`src/rtl/adder_tree_acc_pipe.sv`:
```
// Pipelined N-lane reduction tree (one register stage per level) followed by a
// multi-beat accumulator framed by in_last, with valid/ready flow control.
module adder_tree_acc_pipe #(
  parameter int N        = 8,
  parameter int W        = 8,
  parameter int SIGNED   = 0,
  parameter int ACC_BITS = 4,
  localparam int L  = (N > 1) ? $clog2(N) : 1,
  localparam int OW = W + L + ACC_BITS
) (
  input  logic              clk,
  input  logic              rst,
  input  logic              in_valid,
  output logic              in_ready,
  input  logic [N*W-1:0]    in_data,
  input  logic              in_last,
  output logic              out_valid,
  input  logic              out_ready,
  output logic [OW-1:0]     out_data,
  output logic [ACC_BITS:0] out_count
);

  // Leaves are padded with zeros up to the next power of two.
  localparam int NP = 1 << L;

  // Bit offset of level s inside the flattened tree bus (level s has NP>>s nodes of W+s bits).
  function automatic int lvl_off(input int s);
    int o;
    o = 0;
    for (int j = 1; j < s; j++) begin
      o += (NP >> j) * (W + j);
    end
    return o;
  endfunction

  localparam int TOT = lvl_off(L + 1);

  logic                advance;
  logic                accept;
  logic [NP*W-1:0]     leaves;

  logic [TOT-1:0]      tree_sum;
  logic [TOT-1:0]      tree_q, tree_d;
  logic [L:1]          valid_q, valid_d;
  logic [L:1]          last_q, last_d;

  logic [OW-1:0]       acc_q, acc_d;
  logic [ACC_BITS:0]   acc_cnt_q, acc_cnt_d;
  logic                acc_open_q, acc_open_d;
  logic                out_valid_q, out_valid_d;
  logic [OW-1:0]       out_data_q, out_data_d;
  logic [ACC_BITS:0]   out_count_q, out_count_d;

  logic [W+L-1:0]      top;
  logic [OW-1:0]       top_ext;
  logic [OW-1:0]       acc_sum;
  logic [ACC_BITS:0]   cnt_base;
  logic [ACC_BITS:0]   cnt_inc;

  assign advance  = !out_valid_q || out_ready;
  assign in_ready = advance;
  assign accept   = in_valid && advance;
  assign leaves   = (NP*W)'(in_data);

  genvar gi, gj;
  generate
    for (gi = 1; gi <= L; gi++) begin : g_lvl
      localparam int PW = W + gi - 1;
      localparam int LW = W + gi;
      localparam int NN = NP >> gi;

      logic [2*NN*PW-1:0] prev;

      if (gi == 1) begin : g_src
        assign prev = leaves;
      end else begin : g_src
        assign prev = tree_q[lvl_off(gi-1) +: 2*NN*PW];
      end

      for (gj = 0; gj < NN; gj++) begin : g_node
        logic [PW-1:0] a, b;
        logic [LW-1:0] ea, eb;

        assign a = prev[(2*gj)*PW +: PW];
        assign b = prev[(2*gj+1)*PW +: PW];

        if (SIGNED != 0) begin : g_ext
          assign ea = LW'($signed(a));
          assign eb = LW'($signed(b));
        end else begin : g_ext
          assign ea = LW'(a);
          assign eb = LW'(b);
        end

        // One extra bit per level makes each pairwise sum exact.
        assign tree_sum[lvl_off(gi) + gj*LW +: LW] = ea + eb;
      end
    end
  endgenerate

  assign top = tree_q[lvl_off(L) +: W+L];

  generate
    if (SIGNED != 0) begin : g_top_ext
      assign top_ext = OW'($signed(top));
    end else begin : g_top_ext
      assign top_ext = OW'(top);
    end
  endgenerate

  always_comb begin
    tree_d  = tree_q;
    valid_d = valid_q;
    last_d  = last_q;
    if (advance) begin
      tree_d     = tree_sum;
      valid_d[1] = accept;
      last_d[1]  = in_last;
      for (int s = 2; s <= L; s++) begin
        valid_d[s] = valid_q[s-1];
        last_d[s]  = last_q[s-1];
      end
    end
  end

  // A closed frame restarts from zero; the beat counter sticks at all-ones.
  always_comb begin
    acc_sum  = (acc_open_q ? acc_q : '0) + top_ext;
    cnt_base = acc_open_q ? acc_cnt_q : '0;
    cnt_inc  = (&cnt_base) ? cnt_base : cnt_base + (ACC_BITS+1)'(1);
  end

  always_comb begin
    acc_d       = acc_q;
    acc_cnt_d   = acc_cnt_q;
    acc_open_d  = acc_open_q;
    out_valid_d = out_valid_q;
    out_data_d  = out_data_q;
    out_count_d = out_count_q;
    if (advance) begin
      if (valid_q[L]) begin
        if (last_q[L]) begin
          out_data_d  = acc_sum;
          out_count_d = cnt_inc;
          out_valid_d = 1'b1;
          acc_open_d  = 1'b0;
        end else begin
          acc_d       = acc_sum;
          acc_cnt_d   = cnt_inc;
          acc_open_d  = 1'b1;
          out_valid_d = 1'b0;
        end
      end else begin
        out_valid_d = 1'b0;
      end
    end
  end

  always_ff @(posedge clk or posedge rst) begin
    if (rst) begin
      tree_q      <= '0;
      valid_q     <= '0;
      last_q      <= '0;
      acc_q       <= '0;
      acc_cnt_q   <= '0;
      acc_open_q  <= 1'b0;
      out_valid_q <= 1'b0;
      out_data_q  <= '0;
      out_count_q <= '0;
    end else begin
      tree_q      <= tree_d;
      valid_q     <= valid_d;
      last_q      <= last_d;
      acc_q       <= acc_d;
      acc_cnt_q   <= acc_cnt_d;
      acc_open_q  <= acc_open_d;
      out_valid_q <= out_valid_d;
      out_data_q  <= out_data_d;
      out_count_q <= out_count_d;
    end
  end

  assign out_valid = out_valid_q;
  assign out_data  = out_data_q;
  assign out_count = out_count_q;

endmodule

```
`config.mk`:
```
export PLATFORM = sky130hd
export DESIGN_NAME = adder_tree_acc_pipe
export DESIGN_NICKNAME = d
export VERILOG_FILES = /design/src/rtl/adder_tree_acc_pipe.sv
export SDC_FILE = /design/constraint.sdc
export NUM_CORES = 1
export LEC_CHECK = 0
export BUFFER_PORTS_ARGS = -buffer_cell sky130_fd_sc_hd__buf_2
export CORE_ASPECT_RATIO = 0.7
export CORE_UTILIZATION = 51
export DETAILED_ROUTE_END_ITERATION = 10
export PLACE_DENSITY = 0.81
export SKIP_LAST_GASP = 1
export SYNTH_ARGS = -nofsm -noshare
export SYNTH_HDL_FRONTEND = slang
export SYNTH_SLANG_ARGS = --single-unit
```
`constraint.sdc`:
```
create_clock -name clk -period 3.6 [get_ports clk]
set_clock_uncertainty 0.05 [all_clocks]
set_input_delay 0.18 -clock clk [delete_from_list [all_inputs] [get_ports clk]]
set_output_delay 0.18 -clock clk [all_outputs]
set_load 0.02 [all_outputs]
```
Word level (Yosys, flattened, before mapping)
Cells that the tools add are included.
- flip-flop bits (word level): 115
- input bits: 69
- output and inout port bits: 22
- logic and storage cells: 32
- $add $sub $neg: 9
- muxes and demuxes: 6
- bitwise operators: 1
- reduce and logical (&&, ||, !) cells: 7
- operators with widths (cell ; number):
    8-bit by 8-bit adder with 9-bit output ; 4
    9-bit by 9-bit adder with 10-bit output ; 2
    15-bit by 11-bit adder with 15-bit output ; 1
    15-bit 2-to-1 mux ; 1
    10-bit by 10-bit adder with 11-bit output ; 1
    5-bit 2-to-1 mux ; 2
    3-bit AND reduction ; 2
    5-bit by 1-bit adder with 5-bit output (second input constant) ; 1
    5-bit AND reduction ; 1
    1-bit 2-to-1 mux ; 3
    2-bit AND reduction ; 1
    1-bit logical AND ; 1
    1-bit zero test ; 1
    1-bit logical OR ; 1
    1-bit NOT ; 1

Longest topological paths before layout
- word-level depth: 3
- gate-level depth with buffers: 10
- depth with buffers taken out: 9

Worst setup path after synthesis
Ideal clock, no wire load.
- kind: reg-to-reg
- from: register acc_open_q
- to: register acc_q[12]
- library setup time: 0.124 ns
- arrival time: 2.524 ns
- required time: 3.426 ns
- setup slack: 0.902 ns
- stages on the path, launching flop included: 11
- buffers on the path: 1
- clock period less this slack: 2.698 ns
- cell sequence: dfrtp_1 clkbuf_1 and2_1 ha_1 fa_1 a211o_1 a21oi_2 o211ai_4 a31oi_4 mux2i_1 a211o_1
- word-level cells in the longest chain between the ends: 2
- ends and longest elaborated chain (item ; line ; RTL):
    from (decl) ; 49 ; logic acc_open_q, acc_open_d;
    from (signal assigned) ; 176 ; acc_open_q <= acc_open_d;
    15-bit 2-to-1 mux ; 128 ; acc_sum = (acc_open_q ? acc_q : '0) + top_ext;
    15-bit by 11-bit adder with 15-bit output ; 128 ;
    to (signal assigned) ; 164 ; acc_q <= '0;
    to (signal assigned) ; 174 ; acc_q <= acc_d;
    to (decl) ; 47 ; logic [OW-1:0] acc_q, acc_d;
No other way between the ends.
A chain may end at the register's enable or synchronous reset.

Worst setup path in the final report
Same ends and word-level chain as after synthesis.

==> flow_metrics.tcl <==
set metrics [dict create \
    status "finished clean" \
    crit_fanout 12 \
    maxSlewViolCount 0 \
    synth.distinct_cells 57 \
    tns_ns 0 \
    leakagePower_nw 4.08 \
    period_share_pct 81.1 \
    finalWorstSetupSlack_ns 0.679 \
    die_w_um 144 \
    maxCapViolations 0 \
    yosysTopAreaCellShare_pct 40.2 \
    netlist_area_um2 7170 \
    ios 91 \
    vias 5746 \
    antenna_found_initial 0 \
    hp-class "in -> reg" \
    clock_sinks 115 \
    dr.pass1.iters 5 \
    rows 35 \
    wl_per_cell_um 14.3 \
    grt_pass1_wl_um 25900 \
    ant_nets 0 \
    finalSetupViolCount 0 \
    diodes 0 \
    reg2reg_depth 9 \
    clock_path_buffers 2 \
    clkTransAtPathRegs_ns 0.06 \
    cts_resized 0 \
    peakVddDrop_mv 0.356 \
    slew_headroom_pct 38.7 \
    hold_depth 4 \
    finalHoldViolations 0 \
    p_total_mw 7.88 \
    post-route-util_pct 62.6 \
    seq_area_frac_synth_pct 40.2 \
    io_buffers 90 \
    worstPathArrival_ns 3.17 \
    h-tree-depth 4 \
    preCtsSetupSlack_ns 0.706 \
    syn_inst 778 \
    synthFlopType "dfrtp_1" \
    power_density_nw_per_um2 937 \
    viasPerCell 5.38 \
    synth_most_common_cell "nand2_1" \
    drt_iter0_markers 328 \
    grt_overflow 0 \
    async_flop_share_pct 100 \
    die_h_um 101 \
    worstMarginPinSlew_ns 0.919 \
    die_area_um2 14500 \
    startpoint_type "flip-flop" \
    timing.fmax_ghz 0.342 \
    grt_pass1_vias 5461 \
    critPathMostFrequentCell "a211o_1" \
    slowest_stage "dfrtp_1" \
    drc 0 \
    core_um2 13400 \
    root_buffer "clkbuf_16" \
    synth_edf_count 0 \
    drive_gt1_share_pct 17.1 \
    clkLatencyLatePin_ns 0.41 \
    path_class "reg -> reg" \
    ys_seq_elements 115 \
    max_stage_delay_ns 0.49 \
    synth.avg_cell_area_um2 9.21 \
    cp.required_ns 3.85 \
    cts_tree "yes" \
    synth_nets 927 \
    final_nets 1019 \
    cts_buffers 17 \
    rsz0062_at_grt "false" \
    dp_hpwl_um 10600 \
    grt_max_degree 82 \
    wl_um 15300 \
    timing.critical_path.cells "and2_1 > ha_1 > fa_1 > a211o_1 > a21oi_2 > o211ai_4 > a31oi_4 > mux2i_1 > a211o_1" \
    grt_usage_pct 22.9 \
    yosysWarnings 0 \
    worstSetupEndpointType "flip-flop" \
    synth_top_area_cell "dfrtp_1" \
    place_congestion 0.843 \
    ys_top_cells_by_area "dfrtp_1 40%, ha_1 13%, nand2_1 6.7%, o21ai_0 4.5%, a21oi_1 3.5%" \
    period_needed_ns 2.92 \
    area_growth_syn_to_layout_pct 17.4 \
    synth_common_cells "127 x nand2_1, 115 x dfrtp_1, 72 x ha_1, 64 x o21ai_0, 56 x nor2_1" \
    initial_core_util_pct 53.3 \
]
-- registers in the layout (all words and copies together), names as in the netlist --
signal / flops
tree_q: 67
out_count: 5
acc_q: 15
last_q: 3
out_data: 15
valid_q: 3
acc_open_q: 1
out_valid: 1
acc_cnt_q: 5
-- worst max-delay path, delay by kind of cell, from the launching register on --
kind | cells | cell delay (ns)
mux | 1 | 0.10
fa+ha+maj | 2 | 0.68
compound gates | 5 | 1.24
simple gates | 1 | 0.23
flops | 1 | 0.49
-- layout by cell type (no fill, tap or decap), types with 3 or more instances in the layout --
cell type / instances
nand4b_1: 4
nand2b_1: 6
mux2i_1: 3
nand3_1: 7
or2_2: 3
ha_1: 72
or3_1: 4
a21o_1: 16
clkinv_2: 4
inv_1: 29
mux2_2: 8
dlygate4sd3_1: 3
a31oi_1: 13
clkbuf_8: 5
o211ai_1: 5
xnor2_1: 25
a211oi_1: 6
dfrtp_1: 115
o21bai_1: 9
nand4_1: 3
and3b_1: 4
buf_4: 7
clkbuf_16: 17
nor2_1: 56
a211o_1: 5
fa_1: 8
a21oi_1: 50
o21ai_0: 64
o31ai_1: 10
buf_2: 90
and3_1: 4
xor2_1: 16
nor3_1: 18
nor2b_1: 5
and2_1: 15
o21a_1: 7
nand2_1: 127
nor3b_1: 3
a2111oi_0: 3
-- metal layers --
| metal | up-vias | share of wire, % | wire [um] | track usage, % |
|---|---|---|---|---|
| met2 | 132 | 44 | 6680 | 35.0 |
| met5 | - | 0 | 0 | 0 |
| met1 | 2683 | 51 | 7800 | 33.0 |
| li1 | 2915 | - | - | - |
| met4 | 0 | 1.3 | 191 | 6.46 |
| met3 | 16 | 3.9 | 591 | 4.87 |
-- what timing repair did --
action | in CTS | in global routing
setup buffers | 0 | 0
hold buffers | 3 | 0
setup endpoints to repair | 0 | 0
endpoints found under the hold margin | 76 | 0
-- metrics by stage --
step / hold slack (ns) / area (um^2) / std cells
after floorplan: 0.242 / 7170 / 778
after global routing: 0.0507 / 8410 / 1068
final: 0.0256 / 8410 / 1068
after global placement: 0.334 / 7800 / 1033
after CTS: 0.0188 / 8410 / 1068
after detailed placement: 0.335 / 7800 / 1033
-- final cells by class --
class	instances	area, um^2
fill	1099	5030
multi-input combinational	605	4070
sequential	115	2880
timing repair buffer	100	533
clock buffer	24	502
tap	185	231
inverter	31	119
clock inverter	8	75.1
-- worst paths after layout --
path                             start          end  slack, ns
setup reg to reg            acc_open_q    acc_q[12]       0.68
max in group asynchronous          rst   tree_q[29]       2.19
setup / recovery            acc_open_q    acc_q[12]       0.68
hold reg to reg            out_data[1]  out_data[1]       0.42
hold / removal             in_data[24]    tree_q[9]       0.03
min in group asynchronous          rst  out_data[1]       0.46
-- power breakdown --
group | internal [mW] | switching (mW) | leakage (nW)
logic | 1.73 | 2.27 | 2.42
clock network | 1.04 | 0.580 | 0.286
registers | 1.88 | 0.385 | 1.37
total | 4.65 | 3.24 | 4.08
-- kinds of logic (layout without fill, tap and decap cells) --
kind of cell | after synthesis | count (layout) | synth area share, %
flops | 115 | 115 | 40.2
buf+inv | 58 | 163 | 3.09
fa+ha+maj | 80 | 80 | 14.8
compound gates | 207 | 207 | 18.5
simple gates | 266 | 266 | 16.8
mux | 11 | 11 | 1.68
xor+xnor | 41 | 41 | 5.01
Power figures use the tool's default switching activity.
